`config.mk`:
```
export PLATFORM = sky130hd
export DESIGN_NAME = child_rr_scheduler
export DESIGN_NICKNAME = d
export VERILOG_FILES = /design/src/rtl/child_rr_scheduler.sv
export SDC_FILE = /design/constraint.sdc
export NUM_CORES = 1
export LEC_CHECK = 0
export BUFFER_PORTS_ARGS = -buffer_cell sky130_fd_sc_hd__buf_2
export CELL_PAD_IN_SITES_DETAIL_PLACEMENT = 1
export CELL_PAD_IN_SITES_GLOBAL_PLACEMENT = 1
export CORE_ASPECT_RATIO = 0.9
export CORE_UTILIZATION = 45
export CTS_CLUSTER_SIZE = 12
export DETAILED_ROUTE_END_ITERATION = 7
export GPL_ROUTABILITY_DRIVEN = 0
export PLACE_DENSITY_LB_ADDON = 0.15
export SYNTH_ARGS = -nofsm -noshare
export SYNTH_HDL_FRONTEND = slang
export SYNTH_SLANG_ARGS = --single-unit
export TNS_END_PERCENT = 30
```
`constraint.sdc`:
```
create_clock -name clk -period 4.5 [get_ports clk]
set_clock_uncertainty 0.2 [all_clocks]
set_input_delay 0 -clock clk [delete_from_list [all_inputs] [get_ports clk]]
set_output_delay 0 -clock clk [all_outputs]
set_load 0.02 [all_outputs]
```
`src/rtl/child_rr_scheduler.sv`:
```
// Round-robin scheduler sharing one exclusive resource slot among the child
// instances of the parent module. One child is granted at a time; the grant is
// held until that child reports done or the watchdog forces a release.
module child_rr_scheduler #(
    parameter int unsigned NUM_REQ = 5,
    parameter int unsigned TIMEOUT = 15,
    parameter int unsigned CNT_W   = 16
) (
    input  logic               clk,
    input  logic               rst_n,
    input  logic               enable,
    input  logic [NUM_REQ-1:0] req,
    input  logic [NUM_REQ-1:0] done,
    output logic [NUM_REQ-1:0] grant,
    output logic [2:0]         grant_id,
    output logic               busy,
    output logic               timeout_pulse,
    output logic [CNT_W-1:0]   grant_count
);

    localparam int unsigned TW = (TIMEOUT > 1) ? $clog2(TIMEOUT) : 1;

    typedef enum logic [1:0] {
        IDLE    = 2'd0,
        GRANT   = 2'd1,
        RELEASE = 2'd2
    } state_t;

    state_t             state, state_nx;
    logic [2:0]         ptr, ptr_nx;
    logic [TW-1:0]      timer, timer_nx;
    logic [NUM_REQ-1:0] grant_nx;
    logic [2:0]         grant_id_nx;
    logic               busy_nx;
    logic               timeout_nx;
    logic [CNT_W-1:0]   count_nx;

    logic               found;
    logic [2:0]         winner;
    int unsigned        pos;
    logic [NUM_REQ-1:0] req_sh;
    logic [NUM_REQ-1:0] done_sh;
    logic               done_hit;

    // Pick the first requesting child at or after ptr, wrapping around.
    always_comb begin
        found  = 1'b0;
        winner = '0;
        pos    = 0;
        req_sh = '0;
        for (int unsigned i = 0; i < NUM_REQ; i++) begin
            pos = 32'(ptr) + i;
            if (pos >= NUM_REQ) begin
                pos = pos - NUM_REQ;
            end
            req_sh = req >> pos;
            if (!found && req_sh[0]) begin
                found  = 1'b1;
                winner = 3'(pos);
            end
        end
    end

    // Completion is only meaningful from the child that currently owns the slot.
    always_comb begin
        done_sh  = done >> grant_id;
        done_hit = done_sh[0];
    end

    // Next-state and next-output logic; all outputs are registered.
    always_comb begin
        state_nx    = state;
        ptr_nx      = ptr;
        timer_nx    = timer;
        grant_nx    = grant;
        grant_id_nx = grant_id;
        busy_nx     = busy;
        timeout_nx  = 1'b0;
        count_nx    = grant_count;
        case (state)
            IDLE: begin
                if (enable && (|req)) begin
                    state_nx    = GRANT;
                    grant_nx    = NUM_REQ'(1) << winner;
                    grant_id_nx = winner;
                    busy_nx     = 1'b1;
                    timer_nx    = '0;
                    if (grant_count != '1) begin
                        count_nx = grant_count + CNT_W'(1);
                    end
                end
            end
            GRANT: begin
                if (done_hit) begin
                    state_nx = RELEASE;
                    grant_nx = '0;
                    busy_nx  = 1'b0;
                end else if (timer == TW'(TIMEOUT - 1)) begin
                    state_nx   = RELEASE;
                    grant_nx   = '0;
                    busy_nx    = 1'b0;
                    timeout_nx = 1'b1;
                end else begin
                    timer_nx = timer + TW'(1);
                end
            end
            RELEASE: begin
                state_nx = IDLE;
                timer_nx = '0;
                ptr_nx   = (grant_id == 3'(NUM_REQ - 1)) ? 3'd0 : grant_id + 3'd1;
            end
            default: begin
                state_nx = IDLE;
                grant_nx = '0;
                busy_nx  = 1'b0;
            end
        endcase
    end

    // State and output registers with asynchronous clear.
    always_ff @(posedge clk or negedge rst_n) begin
        if (!rst_n) begin
            state         <= IDLE;
            ptr           <= '0;
            timer         <= '0;
            grant         <= '0;
            grant_id      <= '0;
            busy          <= 1'b0;
            timeout_pulse <= 1'b0;
            grant_count   <= '0;
        end else begin
            state         <= state_nx;
            ptr           <= ptr_nx;
            timer         <= timer_nx;
            grant         <= grant_nx;
            grant_id      <= grant_id_nx;
            busy          <= busy_nx;
            timeout_pulse <= timeout_nx;
            grant_count   <= count_nx;
        end
    end

endmodule

```
# After elaboration in Yosys (flattened, before gate mapping)
# Index checks and enable logic that the tools add are counted.
dict set report word_totals {
  register_bits 35
  latchBits 0
  ramBits 0
  mem_bits_ro 0
  input_bits 13
  output_inout_bits 26
  wordCells 93
  memories 0
}
dict set report classes {
  addsub 12
  mul 0
  n_div 0
  magnitude_cmp 5
  n_eq_ne 9
  shift 7
  mux 34
  bitwise_logic 1
  reduce_logical 17
}
# cell count
set ops {}
lappend ops {{32-bit 2-to-1 mux} 5}
lappend ops {{5-bit by 32-bit right shift with 1-bit output} 5}
lappend ops {{4-bit by 3-bit subtractor with 5-bit output, second input constant} 4}
lappend ops {{3-bit 2-to-1 mux} 6}
lappend ops {{16-bit by 1-bit adder with 16-bit output, second input constant} 1}
lappend ops {{4-bit by 3-bit greater-or-equal comparator with 1-bit output, second input constant} 4}
lappend ops {{16-bit != test, second input constant} 1}
lappend ops {{5-bit 2-to-1 mux} 3}
lappend ops {{5-bit one-hot mux with 3 select lines} 1}
lappend ops {{4-bit 2-to-1 mux} 3}
lappend ops {{4-bit one-hot mux with 3 select lines} 1}
lappend ops {{1-bit 2-to-1 mux} 10}
lappend ops {{3-bit by 2-bit adder with 4-bit output, second input constant} 2}
lappend ops {{2-bit 2-to-1 mux} 3}
lappend ops {{2-bit != test, second input constant} 3}
lappend ops {{3-bit AND reduction} 2}
lappend ops {{1-bit logical AND} 5}
lappend ops {{5-bit OR reduction} 1}
lappend ops {{1-bit by 3-bit << shifter with 5-bit output, first input constant} 1}
lappend ops {{5-bit by 3-bit right shift with 1-bit output} 1}
lappend ops {{3-bit by 1-bit adder with 4-bit output, second input constant} 1}
lappend ops {{3-bit by 3-bit adder with 4-bit output, second input constant} 1}
lappend ops {{4-bit by 1-bit adder with 4-bit output, second input constant} 1}
lappend ops {{4-bit == test, second input constant} 1}
lappend ops {{15 further kinds} 19}

# Logic depth before layout (Yosys ltp)
dict set report logic_depth {
  ltp_word 19
  depth_mapped 16
  ltp_nobuf 12
}

# Least setup slack after synthesis
# OpenSTA, ideal clock, no wires.
dict set report synth_timing {
  path_kind {register to register}
  from {register ptr[0]}
  to {register grant[0]}
  arrival_time_ns 3.555
  required_time_ns 4.196
  path_slack_ns 0.642
  stages_incl_launch_ff 16
  path_buffers 5
  synth_period_minus_slack_ns 3.858
  cell_sequence {dfrtp_1 > buf_6 > buf_6 > buf_2 > inv_1 > buf_2 > ha_1 > ha_1 > clkbuf_1 > inv_1 > o311a_1 > o32a_1 > and3_1 > nor4b_2 > and3b_1 > o41ai_2}
}
dict set report synth_via {
  elab_chain_cells 19
}
# element line_no
set synth_rtl {}
lappend synth_rtl {{from (decl)} 30} ;# logic [2:0] ptr, ptr_nx;
lappend synth_rtl {{from (signal assigned)} 133} ;# ptr <= ptr_nx;
lappend synth_rtl {{parallel branches: the longest is 15 deep, another holds 4-bit by 3-bit subtractor with 5-bit output} --}
lappend synth_rtl {{3-bit 2-to-1 mux (*)} 57} ;# if (!found && req_sh[0]) begin
lappend synth_rtl {{1-bit by 3-bit << shifter with 5-bit output (*)} 84} ;# grant_nx = NUM_REQ'(1) << winner;
lappend synth_rtl {{5-bit 2-to-1 mux (*)} 82} ;# if (enable && (|req)) begin
lappend synth_rtl {{5-bit one-hot mux with 3 select lines (*)} 80} ;# case (state)
lappend synth_rtl {{to (signal assigned)} 135} ;# grant <= grant_nx;
lappend synth_rtl {{to (decl)} 14} ;# output logic [NUM_REQ-1:0] grant,
# Mark *: on every way between the ends. The select of a mux whose other input is x is not followed.
# A chain may end at the register's enable or synchronous reset.

# Worst setup path after layout
dict set report layout_timing {
  from {register ptr[1]}
  to {register grant[0]}
}
# The elaborated chain is that of the path after synthesis.

==> PnR_summary.wiki <==
{| class="wikitable"
! Metric !! Value
|-
| Status || completed
|-
| Family of cells with the greatest summed delay on the critical path || compound AO/OA/AOI/OAI gates
|-
| Setup total negative slack || 0 ns
|-
| Chip Height || 81.0 um
|-
| Syn Area/Cell || 8.78 um2
|-
| All-Layer GR Usage || 25.5%
|-
| Actual transition at the worst max-transition pin || 0.820 ns
|-
| Number of synthesized flops with an enable pin || 0
|-
| PortBufs || 38
|-
| Cell count after synthesis || 355
|-
| Cells taking the most area after synthesis || sky130_fd_sc_hd__dfrtp_1, sky130_fd_sc_hd__ha_1, sky130_fd_sc_hd__nor2_1
|-
| Synth cell types || 77
|-
| Vias in the first global route || 2972
|-
| Antenna violations before repair || 0
|-
| Initial Utilization || 47.1%
|-
| Clk pin slew, worst setup/hold paths || 0.07 ns
|-
| Most numerous cell on the critical path || sky130_fd_sc_hd__inv_1
|-
| Remaining design rule violation count || 0
|-
| Final routed wire length divided by cell count || 18.8 um
|-
| Leading cell type in the layout, fill and taps excluded || sky130_fd_sc_hd__buf_2
|-
| TritonCTS buffer count || 5
|-
| Syn. warnings || 0
|-
| Most used flip-flop cell after synthesis || sky130_fd_sc_hd__dfrtp_1
|-
| Area growth syn-to-layout || 11.0%
|-
| Per-cell via count in the routed design || 6.12
|-
| Worst-case clock buffer depth || 2
|-
| Required time reported for the critical path endpoint || 4.49 ns
|-
| Slew Viols, Final || 0
|-
| Proportion of netlist area held by the largest area contributor || 28.1%
|-
| Via total after detailed routing || 2918
|-
| Number of maximum-capacitance violations || 0
|-
| Critical Setup Path Class || flop to flop
|-
| Maximum level of the CTS H-tree || 2
|-
| Iteration count of the initial detailed-routing pass || 4
|-
| Clock root buffer master || sky130_fd_sc_hd__clkbuf_8
|-
| Number of top-level design ports || 39
|-
| Arrival time worst endpoint || 4.00 ns
|-
| HPWL after detailed placement || 6620 um
|-
| Area inside the core boundary || 6620 um2
|-
| Later-pin clock latency in the skew report || 0.29 ns
|-
| Unrepaired setup endpoints after global routing || no
|-
| Cell type contributing the most total cell area after synthesis || sky130_fd_sc_hd__dfrtp_1
|-
| CTS tree || built
|-
| Number of gates resized after cts || 0
|-
| Synthesized area || 3120 um2
|-
| Highest fanout seen on the critical path || 13
|-
| CP max-delay cell || sky130_fd_sc_hd__dfrtp_1
|-
| Post-detailed-routing wire length || 8960 um
|-
| Congestion Overflow GR || 0
|-
| Die width || 89.7 um
|-
| Number of DRC violations after detailed-routing iteration 0 || 127
|-
| Relative max-transition margin || 45.3%
|-
| Layout net count || 419
|-
| Num Clock Sinks || 35
|-
| Final hold violation count || 0
|-
| Class of the tightest hold or removal check || input pin to flop
|-
| Achievable Freq || 250 MHz
|-
| Buffers and inverters on the worst path || 3
|-
| Count of state elements after synthesis || 35
|-
| Full die area || 7270 um2
|-
| Final setup viols || 0
|-
| Row count || 28
|-
| Slowest cell delay on critical path || 0.58 ns
|-
| Maximum number of pins on one net before global-route repair || 39
|-
| Sequential element share of the synthesized area || 28.1%
|-
| Final period util || 89.0%
|-
| Global-route wire length before repair || 14700 um
|-
| Remaining number of nets flagged by the antenna check after routing || 0
|-
| Setup crit end kind || flop
|-
| Total nets after synthesis || 387
|-
| Async SR Flop Fraction || 100%
|-
| Post-CTS setup-driven buffer insertion count || 0
|-
| Ant. Diodes || 0
|-
| Final Critical Period || 4.00 ns
|-
| Critical path, cell by cell || inv_1, ha_1, buf_4, inv_1, a311oi_1, a41o_1, or3_1, a311oi_2, o211ai_1, and3b_1, o41ai_2
|-
| Commonest cells after routing, fill and taps aside || sky130_fd_sc_hd__buf_2, sky130_fd_sc_hd__dfrtp_1, sky130_fd_sc_hd__nor2_1
|-
| Crit path launch type || flop
|-
| Share of layout cells above drive strength 1 || 19.4%
|}
worst min-delay path, delay by kind of cell:
family | cells | cell delay (ns)
buffers and inverters | 1 | 0.11
AND/OR/NAND/NOR | 1 | 0.10
AO/OA/AOI/OAI | 2 | 0.27
flip-flops by register name (all words and copies together), names as in the netlist:
register,count
grant_count,16
busy,1
grant_id,3
state,2
timer,4
grant,5
ptr,3
timeout_pulse,1
synth_stat cells (3+ instances only):
master	n
sky130_fd_sc_hd__o32ai_1	3
sky130_fd_sc_hd__nor4_1	3
sky130_fd_sc_hd__inv_1	15
sky130_fd_sc_hd__clkbuf_1	10
sky130_fd_sc_hd__dfrtp_1	35
sky130_fd_sc_hd__o21ai_0	7
sky130_fd_sc_hd__nand2_1	29
sky130_fd_sc_hd__a31oi_1	5
sky130_fd_sc_hd__buf_6	3
sky130_fd_sc_hd__nand4_1	4
sky130_fd_sc_hd__o31ai_1	4
sky130_fd_sc_hd__or3_1	6
sky130_fd_sc_hd__o211ai_1	3
sky130_fd_sc_hd__nand2b_1	8
sky130_fd_sc_hd__ha_1	18
sky130_fd_sc_hd__a311oi_1	3
sky130_fd_sc_hd__nor3_1	5
sky130_fd_sc_hd__o21a_1	4
sky130_fd_sc_hd__nor2_1	30
sky130_fd_sc_hd__and3_1	4
sky130_fd_sc_hd__mux2i_1	8
sky130_fd_sc_hd__a211oi_1	4
sky130_fd_sc_hd__nor2b_1	7
sky130_fd_sc_hd__mux4_2	3
sky130_fd_sc_hd__xor2_1	9
sky130_fd_sc_hd__a21o_1	9
sky130_fd_sc_hd__buf_2	7
sky130_fd_sc_hd__xnor2_1	9
sky130_fd_sc_hd__a21oi_1	17
sky130_fd_sc_hd__nand3_1	21
sky130_fd_sc_hd__o22ai_1	3
sky130_fd_sc_hd__or3b_1	3
timing repair:
action,4_1_cts,5_1_grt
endpoints found under the setup margin,0,0
hold buffers,2,0
hold endpoints to repair,36,0
routing by layer:
layer	global-route usage [%]	wire [um]
met1	34.5	4280
met2	42.7	4120
met3	4.68	443
met4	5.74	110
met5	0	0
logic make-up (layout without fill, tap and decap cells):
group,after synthesis,after routing,share of synthesized area (%)
flip-flops,35,35,28.1
AND/OR/NAND/NOR,137,137,23.5
buffers and inverters,36,68,5.46
XOR/XNOR,19,19,5.58
AO/OA/AOI/OAI,97,97,24.4
multiplexers,12,12,5.10
adder cells (fa/ha/maj),19,19,7.87
per-stage QoR:
stage               setup WS (ns)  hold WS, ns  cells  utilization (%)  instance area [um2]
global placement            0.634      -0.0761    468             50.6                 3350
finish                      0.496       0.0325    477             52.2                 3460
floorplan                   0.642       -0.496    355                -                 3120
detailed placement          0.555      -0.0625    468             50.6                 3350
global route                0.222       0.0540    477             52.2                 3460
CTS                         0.535       0.0202    477             52.2                 3460
final timing paths:
kind                       startpoint        endpoint  slack (ns)  depth (start not counted)
min in group asynchronous       rst_n  grant_count[5]        0.16                          2
setup / recovery               ptr[1]        grant[0]        0.50                         11
hold / removal                 enable        timer[2]        0.03                          4
hold reg to reg              state[1]        state[1]        0.28                          1
max in group asynchronous       rst_n        timer[0]        3.42                          2
setup reg to reg               ptr[1]        grant[0]        0.50                         11
final cells by class:
type                            count  area (um2)
Tap cell                           90         113
Fill cell                         787        3160
Clock inverter                      1        5.00
Timing Repair Buffer               46         255
Clock buffer                        6        82.6
Multi-Input combinational cell    284        2070
Inverter                           15        56.3
Sequential cell                    35         876
Power is left out: the tool's default activity adds up to more than one toggle a clock period on the data nets, which glitch-free logic cannot reach.
